--- src/rtl/prf_freelist.sv ---
`default_nettype none
// prf_freelist: circular free list of physical register ids with a speculative
// and a committed allocation head; a flush rewinds speculative allocations.
module prf_freelist #(
   parameter int NPREG        = 32,
   parameter int PREG_ID_BITS = $clog2(NPREG)
) (
   input  logic                    clk,
   input  logic                    rstn,
   input  logic                    alloc_req_i,
   output logic                    alloc_valid_o,
   output logic [PREG_ID_BITS-1:0] alloc_preg_o,
   input  logic                    commit_alloc_i,
   input  logic                    free_valid_i,
   input  logic [PREG_ID_BITS-1:0] free_preg_i,
   input  logic                    flush_i,
   output logic [PREG_ID_BITS:0]   free_count_o,
   output logic                    err_o
);
   localparam int PTR_W = PREG_ID_BITS + 1;

   logic [PREG_ID_BITS-1:0] fl [NPREG];
   logic [PTR_W-1:0]        spec_head;
   logic [PTR_W-1:0]        commit_head;
   logic [PTR_W-1:0]        tail;
   logic [PTR_W-1:0]        spec_head_nxt;
   logic [PTR_W-1:0]        commit_head_nxt;
   logic [PTR_W-1:0]        tail_nxt;
   logic [PTR_W-1:0]        listed;
   logic                    alloc_fire;
   logic                    free_fire;
   logic                    commit_fire;
   logic                    overflow;
   logic                    commit_err;
   logic                    err;

   assign free_count_o  = tail - spec_head;
   assign alloc_valid_o = (free_count_o != '0) && !flush_i;
   assign alloc_preg_o  = fl[spec_head[PREG_ID_BITS-1:0]];

   // Speculatively allocated ids still occupy slots, so the list is full when
   // everything from commit_head to tail covers all NPREG slots.
   assign listed      = tail - commit_head;
   assign overflow    = free_valid_i && (listed == PTR_W'(NPREG));
   assign commit_err  = commit_alloc_i && (commit_head == spec_head);
   assign alloc_fire  = alloc_req_i && alloc_valid_o;
   assign free_fire   = free_valid_i && !overflow;
   assign commit_fire = commit_alloc_i && !commit_err;
   assign err_o       = err;

   always_comb begin
      commit_head_nxt = commit_head + PTR_W'(commit_fire);
      tail_nxt        = tail + PTR_W'(free_fire);
      spec_head_nxt   = flush_i ? commit_head_nxt : (spec_head + PTR_W'(alloc_fire));
   end

   always_ff @(posedge clk) begin
      if (!rstn) begin
         spec_head   <= '0;
         commit_head <= '0;
         tail        <= PTR_W'(NPREG);
         err         <= 1'b0;
         for (int i = 0; i < NPREG; i++) begin
            fl[i] <= PREG_ID_BITS'(i);
         end
      end else begin
         spec_head   <= spec_head_nxt;
         commit_head <= commit_head_nxt;
         tail        <= tail_nxt;
         err         <= err | overflow | commit_err;
         if (free_fire) begin
            fl[tail[PREG_ID_BITS-1:0]] <= free_preg_i;
         end
      end
   end

`ifndef SYNTHESIS
   logic             dup_free;
   logic [PTR_W-1:0] scan_ptr;

   always_comb begin
      dup_free = 1'b0;
      scan_ptr = '0;
      for (int i = 0; i < NPREG; i++) begin
         scan_ptr = spec_head + PTR_W'(i);
         if ((PTR_W'(i) < free_count_o) && (fl[scan_ptr[PREG_ID_BITS-1:0]] == free_preg_i)) begin
            dup_free = 1'b1;
         end
      end
   end

   // A dropped overflow free is already reported through err_o.
   always_ff @(posedge clk) begin
      if (rstn && free_valid_i && !overflow) begin
         assert (!dup_free) else $error("prf_freelist: released id %0d is already free", free_preg_i);
      end
   end
`endif

endmodule
`default_nettype wire

--- config.mk ---
export PLATFORM = sky130hd
export DESIGN_NAME = prf_freelist
export DESIGN_NICKNAME = d
export VERILOG_FILES = /design/src/rtl/prf_freelist.sv
export SDC_FILE = /design/constraint.sdc
export NUM_CORES = 1
export LEC_CHECK = 0
export BUFFER_PORTS_ARGS = -buffer_cell sky130_fd_sc_hd__buf_4
export CAP_MARGIN = 40
export CORE_ASPECT_RATIO = 1.2
export CORE_MARGIN = 5
export CORE_UTILIZATION = 50
export CTS_BUF_LIST = sky130_fd_sc_hd__clkbuf_4 sky130_fd_sc_hd__clkbuf_8
export DETAILED_ROUTE_END_ITERATION = 6
export PLACE_DENSITY = 0.66
export RECOVER_POWER = 100
export SYNTH_ARGS = -nofsm -noshare
export SYNTH_HDL_FRONTEND = slang
export SYNTH_SLANG_ARGS = --single-unit
export TNS_END_PERCENT = 5
--- constraint.sdc ---
create_clock -name clk -period 3.6 [get_ports clk]
set_input_delay 0.18 -clock clk [delete_from_list [all_inputs] [get_ports clk]]
set_output_delay 0.18 -clock clk [all_outputs]
set_load 0.01 [all_outputs]
==> impl_metrics.yaml, run 1 <==
clock_tree:
  path_clk_slew_ns: 0.09
  cts_resized: 0
  cts_buffers: 17
  clock_latency_ns: 0.47
  cts.sinks: 179
  clockBufferDepth: 2
  cts_root_buffer: "clkbuf_8"
  cts_tree: "done"
  htree_levels: 4
timing:
  slew_headroom: 0.344
  fin_crit_ns: 3.33
  clock_skew_ns: 0.0113
  maxClockFrequency_ghz: 0.300
  tns_ns: 0
  rsz0062_at_grt: "false"
  finalSetupViolations: 0
  maxSlewViolCount: 0
  finalHoldViolations: 0
  post-route-period-util: 0.926
  worst_pin_slew_ns: 0.980
critical_path:
  cpMaxStageDelayCell: "o21a_4"
  cp_num_buf_inv: 3
  cp.required_ns: 3.82
  cp-start-kind: "flop"
  path_max_fanout: 71
  cp_data_arrival_time_ns: 3.55
  cp_cell_sequence: "inv_1 -> ha_1 -> a21oi_1 -> and4b_1 -> o2111a_1 -> o21a_4 -> clkbuf_1 -> o31ai_1 -> clkbuf_2"
  crit_path_end_kind: "flop"
  crit_family: "compound AO/OA/AOI/OAI gates"
  critical_path_class: "flop to flop"
  critical-path-max-stage-delay_ns: 0.66
power_and_ir_drop:
  pwr_density_cell_nw_per_um2: 608
  ir_drop_uv: 770
  p_leak_nw: 2.98
synth:
  yosys.area_share.simple: 0.170
  synth_top_family_by_area: "simple AND/OR/NAND/NOR gates"
  synth-seq-cells: 179
  async_flop_share: 0
  synth.most_common_cell: "edfxtp_1"
  ys_seq_area_frac: 0.571
  synth_mux_area_frac: 0.113
  synth_xor_area_frac: 0.0222
  ys_top_cells_by_area: "edfxtp_1 53%, nand3_1 6.7%, nor3_1 4.7%, mux2i_1 4.6%, dfxtp_1 4.2%"
  synth_top_area_frac: 0.529
  synth_common_cells: "160 x edfxtp_1, 121 x nand3_1, 86 x nor3_1"
  ys_warn_count: 0
  syn_area_um2: 9070
  synth_flop_cell: "edfxtp_1"
  synth-edff-count: 160
  yosysTopAreaCell: "edfxtp_1"
  synth_compound_area_frac: 0.0607
  yosys.cell_types.count: 51
  post_synth.cell_area_avg_um2: 12.0
  syn_nets: 782
  synth_adder_area_share: 0.0243
  syn_inst: 754
cells_and_area:
  multi_input_area_um2: 3560
  nFillCells: 1504
  synthToLayoutAreaGrowth_pct: 9.32
  ff_latch_area_um2: 5180
  final_core_util: 0.550
  antenna_cells: 0
  layout-drive-gt1-share: 0.119
  fin_nets: 808
floorplan:
  die_y_um: 158
  num_rows: 54
  dieArea_um2: 21000
  core-area_um2: 18000
  pin_count: 24
  die_w_um: 133
  start_util: 0.503
placed_design:
  dp_hpwl_um: 17200
  numPortBuffers: 23
  gp_congestion: 0.875
hold_path:
  holdCritPathClass: "input port to flop"
grt:
  grt_overflow: 0
  antenna_found_initial: 0
  grt_util_all_layers: 0.244
  grt_pass1_vias: 6695
  grt_max_degree: 82
  grt_pass1_wl_um: 38400
detailed_routing:
  drc: 0
  vias: 6577
  detail-route-antenna-nets: 0
  avgRoutedWirePerCell_um: 24.5
  first_iter_violations: 654
  viasPerCell: 6.47
  firstDrtPassIters: 5
  drt_wl_total_um: 24900
job:
  maxCapViolations: 0
run_status:
  outcome: "completed"
## routing by layer
layer	vias to the layer above	routed length (um)	GRT usage
li1	2949	-	-
met1	3233	9520	0.293
met2	320	12600	0.423
met3	75	1740	0.0493
met4	0	1020	0.119
met5	-	0	0
## cell type report
class                           count  share of cell area
Sequential cell                   179               0.523
Inverter                           15             0.00568
Tap cell                          224              0.0283
Timing Repair Buffer               70              0.0419
Clock buffer                       17              0.0236
Multi-Input combinational cell    497               0.359
Clock inverter                     15              0.0193
## registers in the layout (all words and copies together) (netlist names)
name         count
commit_head      6
err_o            1
fl             160
spec_head        6
tail             6
## path summary, 6_finish.rpt
kind | startpoint | to | slack (ns) | cells after the start
max reg2reg | commit_head[2]$_SDFF_PN0_ | fl[13][1]$_SDFFCE_PN0P_ | 0.27 | 9
min reg2reg | err_o$_SDFF_PN0_ | err_o$_SDFF_PN0_ | 0.55 | 2
min | rstn | tail[5]$_SDFF_PN1_ | 0.13 | 2
max | commit_head[2]$_SDFF_PN0_ | fl[13][1]$_SDFFCE_PN0P_ | 0.27 | 9
## stage by stage
step | total power, mW | hold WS, ns | setup slack (ns) | instance area [um2] | cells
floorplan | 4.01 | 0.490 | 0.539 | 9070 | 754
global placement | 4.59 | 0.475 | 0.432 | 9560 | 977
detailed placement | 4.65 | 0.484 | 0.334 | 9590 | 982
CTS | 6.11 | 0.0934 | 0.300 | 10000 | 1015
global route | 6.27 | 0.112 | 0.00298 | 9920 | 1017
finish | 6.03 | 0.126 | 0.266 | 9920 | 1017
## layout by cell type (no fill, tap or decap), types with 4 or more instances in the layout
cell and instances:
edfxtp_1 160, nand3_1 121, nor3_1 85, mux2i_1 42
nor2_1 36, buf_4 36, nand2_1 33, o31ai_1 32
clkbuf_1 26, dfxtp_1 19, clkbuf_8 17, xnor2_1 16
ha_1 16, a21oi_1 15, mux4_2 13, mux4_1 12
inv_1 11, a22oi_1 10, xor2_1 7, nand2b_1 7
inv_6 7, clkbuf_2 5, inv_2 4, o21ai_0 4
and2_0 4, o22a_1 4
## report_power, final
part / internal [mW] / switching (mW) / total, mW
Sequential: 2.35 / 0.0512 / 2.40
Clock: 0.706 / 0.787 / 1.49
Combinational: 0.564 / 1.57 / 2.13
Total: 3.62 / 2.41 / 6.03
## cell families (layout without fill, tap and decap cells)
family | count (synthesis) | in the layout
simple gates | 312 | 312
flops | 179 | 179
compound gates | 78 | 78
buf+inv | 78 | 117
mux | 67 | 67
xor+xnor | 23 | 23
fa+ha+maj | 17 | 17
## what timing repair did
item / in CTS / in global routing
buffers inserted: 0 / 0
hold buffers: 1 / 0
hold endpoints to repair: 4 / 0
Note: power is estimated with default switching activity, not from simulation.
==> run 2, diff against run 1 <==
--- a/config.mk
+++ b/config.mk
@@ -9,10 +9,10 @@
 export CAP_MARGIN = 40
 export CORE_ASPECT_RATIO = 1.2
 export CORE_MARGIN = 5
-export CORE_UTILIZATION = 50
+export CORE_UTILIZATION = 55
 export CTS_BUF_LIST = sky130_fd_sc_hd__clkbuf_4 sky130_fd_sc_hd__clkbuf_8
 export DETAILED_ROUTE_END_ITERATION = 6
-export PLACE_DENSITY = 0.66
+export PLACE_DENSITY = 0.72
 export RECOVER_POWER = 100
 export SYNTH_ARGS = -nofsm -noshare
 export SYNTH_HDL_FRONTEND = slang
==> run 2 against run 1 <==
Worst hold slack better by 0.0099 ns. Clock-buffer cell count is the same. Core utilization increased by 5.8 points. Sequential power about the same. Fmax fell by 0.79%. Via count rose by 1.8%. Clock power down 11%. Wire length decreased by 1.1%. Clock skew hardly changed. Non-clock buffer count increased by 2. First-iteration DRC count is 18% higher.
==> impl_metrics.yaml, run 2 (same netlist as run 1, synthesis figures left out) <==
clock_tree:
  clockBufferDepth: 2
  cts_setup_buffers: 0
  ctsHoldBuffers: 1
  cts_tree: "done"
  cts_buffers: 17
  path_clk_slew_ns: 0.10
  cts.sinks: 179
  cts_resized: 0
  clock_latency_ns: 0.47
  htree_levels: 4
  cts_root_buffer: "clkbuf_8"
timing:
  maxClockFrequency_ghz: 0.298
  maxSlewViolCount: 0
  clock_skew_ns: 0.0110
  finalHoldViolations: 0
  tns_ns: 0
  setup_ws_ns: 0.239
  finalSetupViolations: 0
  fin_crit_ns: 3.36
  worst_pin_slew_ns: 0.857
  slew_headroom: 0.424
  rsz0062_at_grt: "false"
  post-route-period-util: 0.934
floorplan:
  core-area_um2: 16200
  dieArea_um2: 19200
  die_w_um: 127
  pin_count: 24
  start_util: 0.560
  die_y_um: 151
  num_rows: 51
power_and_ir_drop:
  p_clk_frac: 0.226
  internal_power_mw: 3.44
  p_leak_nw: 2.95
  p_sw_frac: 0.414
  p_sw_mw: 2.43
  ir_drop_uv: 459
  pwr-share-seq: 0.409
  p_comb_frac: 0.366
  pwr_density_cell_nw_per_um2: 596
cells_and_area:
  final_area_um2: 9850
  synthToLayoutAreaGrowth_pct: 8.53
  final_core_util: 0.608
  regMostFlops: "fl"
  largest_reg_flops: 160
  ff_latch_area_um2: 5180
  layout-drive-gt1-share: 0.112
  antenna_cells: 0
  most-common-layout-cells: "160 x edfxtp_1, 121 x nand3_1, 85 x nor3_1"
  nFillCells: 1304
  multi_input_area_um2: 3560
  fin_nets: 810
  final_common_cell: "edfxtp_1"
grt:
  antenna_found_initial: 0
  grt_pass1_wl_um: 37800
  grt_overflow: 0
  grt_util_all_layers: 0.264
  grt_pass1_vias: 6617
  grt_max_degree: 82
critical_path:
  cp_data_arrival_time_ns: 3.18
  critical_path_class: "flop to output port"
  critical-path-max-stage-delay_ns: 0.71
  cpMaxStageDelayCell: "buf_4"
  cp-start-kind: "flop"
  cp.required_ns: 3.42
  cp_cell_sequence: "clkbuf_2 -> buf_4 -> mux2i_1 -> a22oi_1 -> nand3_1 -> nand3_1 -> clkbuf_1"
  crit_family: "buffers and inverters"
  cp_common_cell: "nand3_1"
  crit_path_end_kind: "output port"
  cp_num_buf_inv: 3
  path_max_fanout: 42
detailed_routing:
  detail-route-antenna-nets: 0
  firstDrtPassIters: 6
  viasPerCell: 6.66
  first_iter_violations: 769
  drt_wl_total_um: 24600
  drc: 0
  avgRoutedWirePerCell_um: 24.5
  vias: 6696
placed_design:
  numPortBuffers: 23
  dp_hpwl_um: 16900
  gp_congestion: 0.901
  place_ws_ns: 0.340
  placed_cell_area_um2: 9610
run_status:
  outcome: "completed"
job:
  maxCapViolations: 0
hold_path:
  holdCritPathClass: "input port to flop"
[run 2: cell types whose count changed in the layout (fill, tap and decap cells not counted), moves of 3 or more]
cell	delta
clkbuf_2	-3
clkbuf_1	+7
clkinv_4	+3
inv_8	+5
inv_6	-4
bufinv_16	-3
[run 2: worst register-to-register path, cell delays in order (launching register included)]
cell	delay, ns
dfxtp_1	0.39
clkbuf_2	0.65
buf_4	0.72
xor2_1	0.23
o31a_1	0.34
ha_1	0.20
ha_1	0.21
nand3_1	0.10
xnor2_1	0.11
nor2_1	0.07
o22a_1	0.18
[run 2: worst paths after layout]
check	start	endpoint	slack (ns)	depth (start not counted)
worst max register to register	spec_head[0]$_SDFF_PN0_	spec_head[4]$_SDFF_PN0_	0.30	10
worst min-delay path	rstn	tail[5]$_SDFF_PN1_	0.14	2
worst max-delay path	spec_head[0]$_SDFF_PN0_	alloc_preg_o[1]	0.24	7
worst min register to register	err_o$_SDFF_PN0_	err_o$_SDFF_PN0_	0.53	2
[run 2: per-stage QoR]
| stage | cells | hold slack, ns | power, mW |
|---|---|---|---|
| CTS | 1006 | 0.120 | 5.94 |
| floorplan | 754 | 0.490 | 4.01 |
| finish | 1006 | 0.136 | 5.87 |
| detailed placement | 974 | 0.478 | 4.66 |
| global route | 1006 | 0.128 | 6.12 |
| global placement | 971 | 0.472 | 4.58 |
[run 2: area by class of cell]
cell class                      instances  area share
Clock inverter                         14      0.0138
Sequential cell                       179       0.526
Tap cell                              212      0.0269
Timing Repair Buffer                   72      0.0420
Multi-Input combinational cell        497       0.361
Clock buffer                           17      0.0238
Inverter                               15     0.00572
[run 2: power groups by stage]
| stage | sequential, mW | combinational, mW | clock [mW] |
|---|---|---|---|
| final | 2.40 | 2.15 | 1.32 |
| after global routing | 2.41 | 2.30 | 1.41 |
| after CTS | 2.40 | 2.21 | 1.33 |
| after detailed placement | 2.45 | 2.21 | 0 |
| after global placement | 2.44 | 2.14 | 0 |
| after floorplan | 2.43 | 1.58 | 0 |
[run 2: per-layer routing]
| metal | track usage | part of all wire |
|---|---|---|
| met5 | 0 | 0 |
| met4 | 0.128 | 0.053 |
| met3 | 0.0625 | 0.089 |
| met2 | 0.445 | 0.49 |
| met1 | 0.320 | 0.37 |
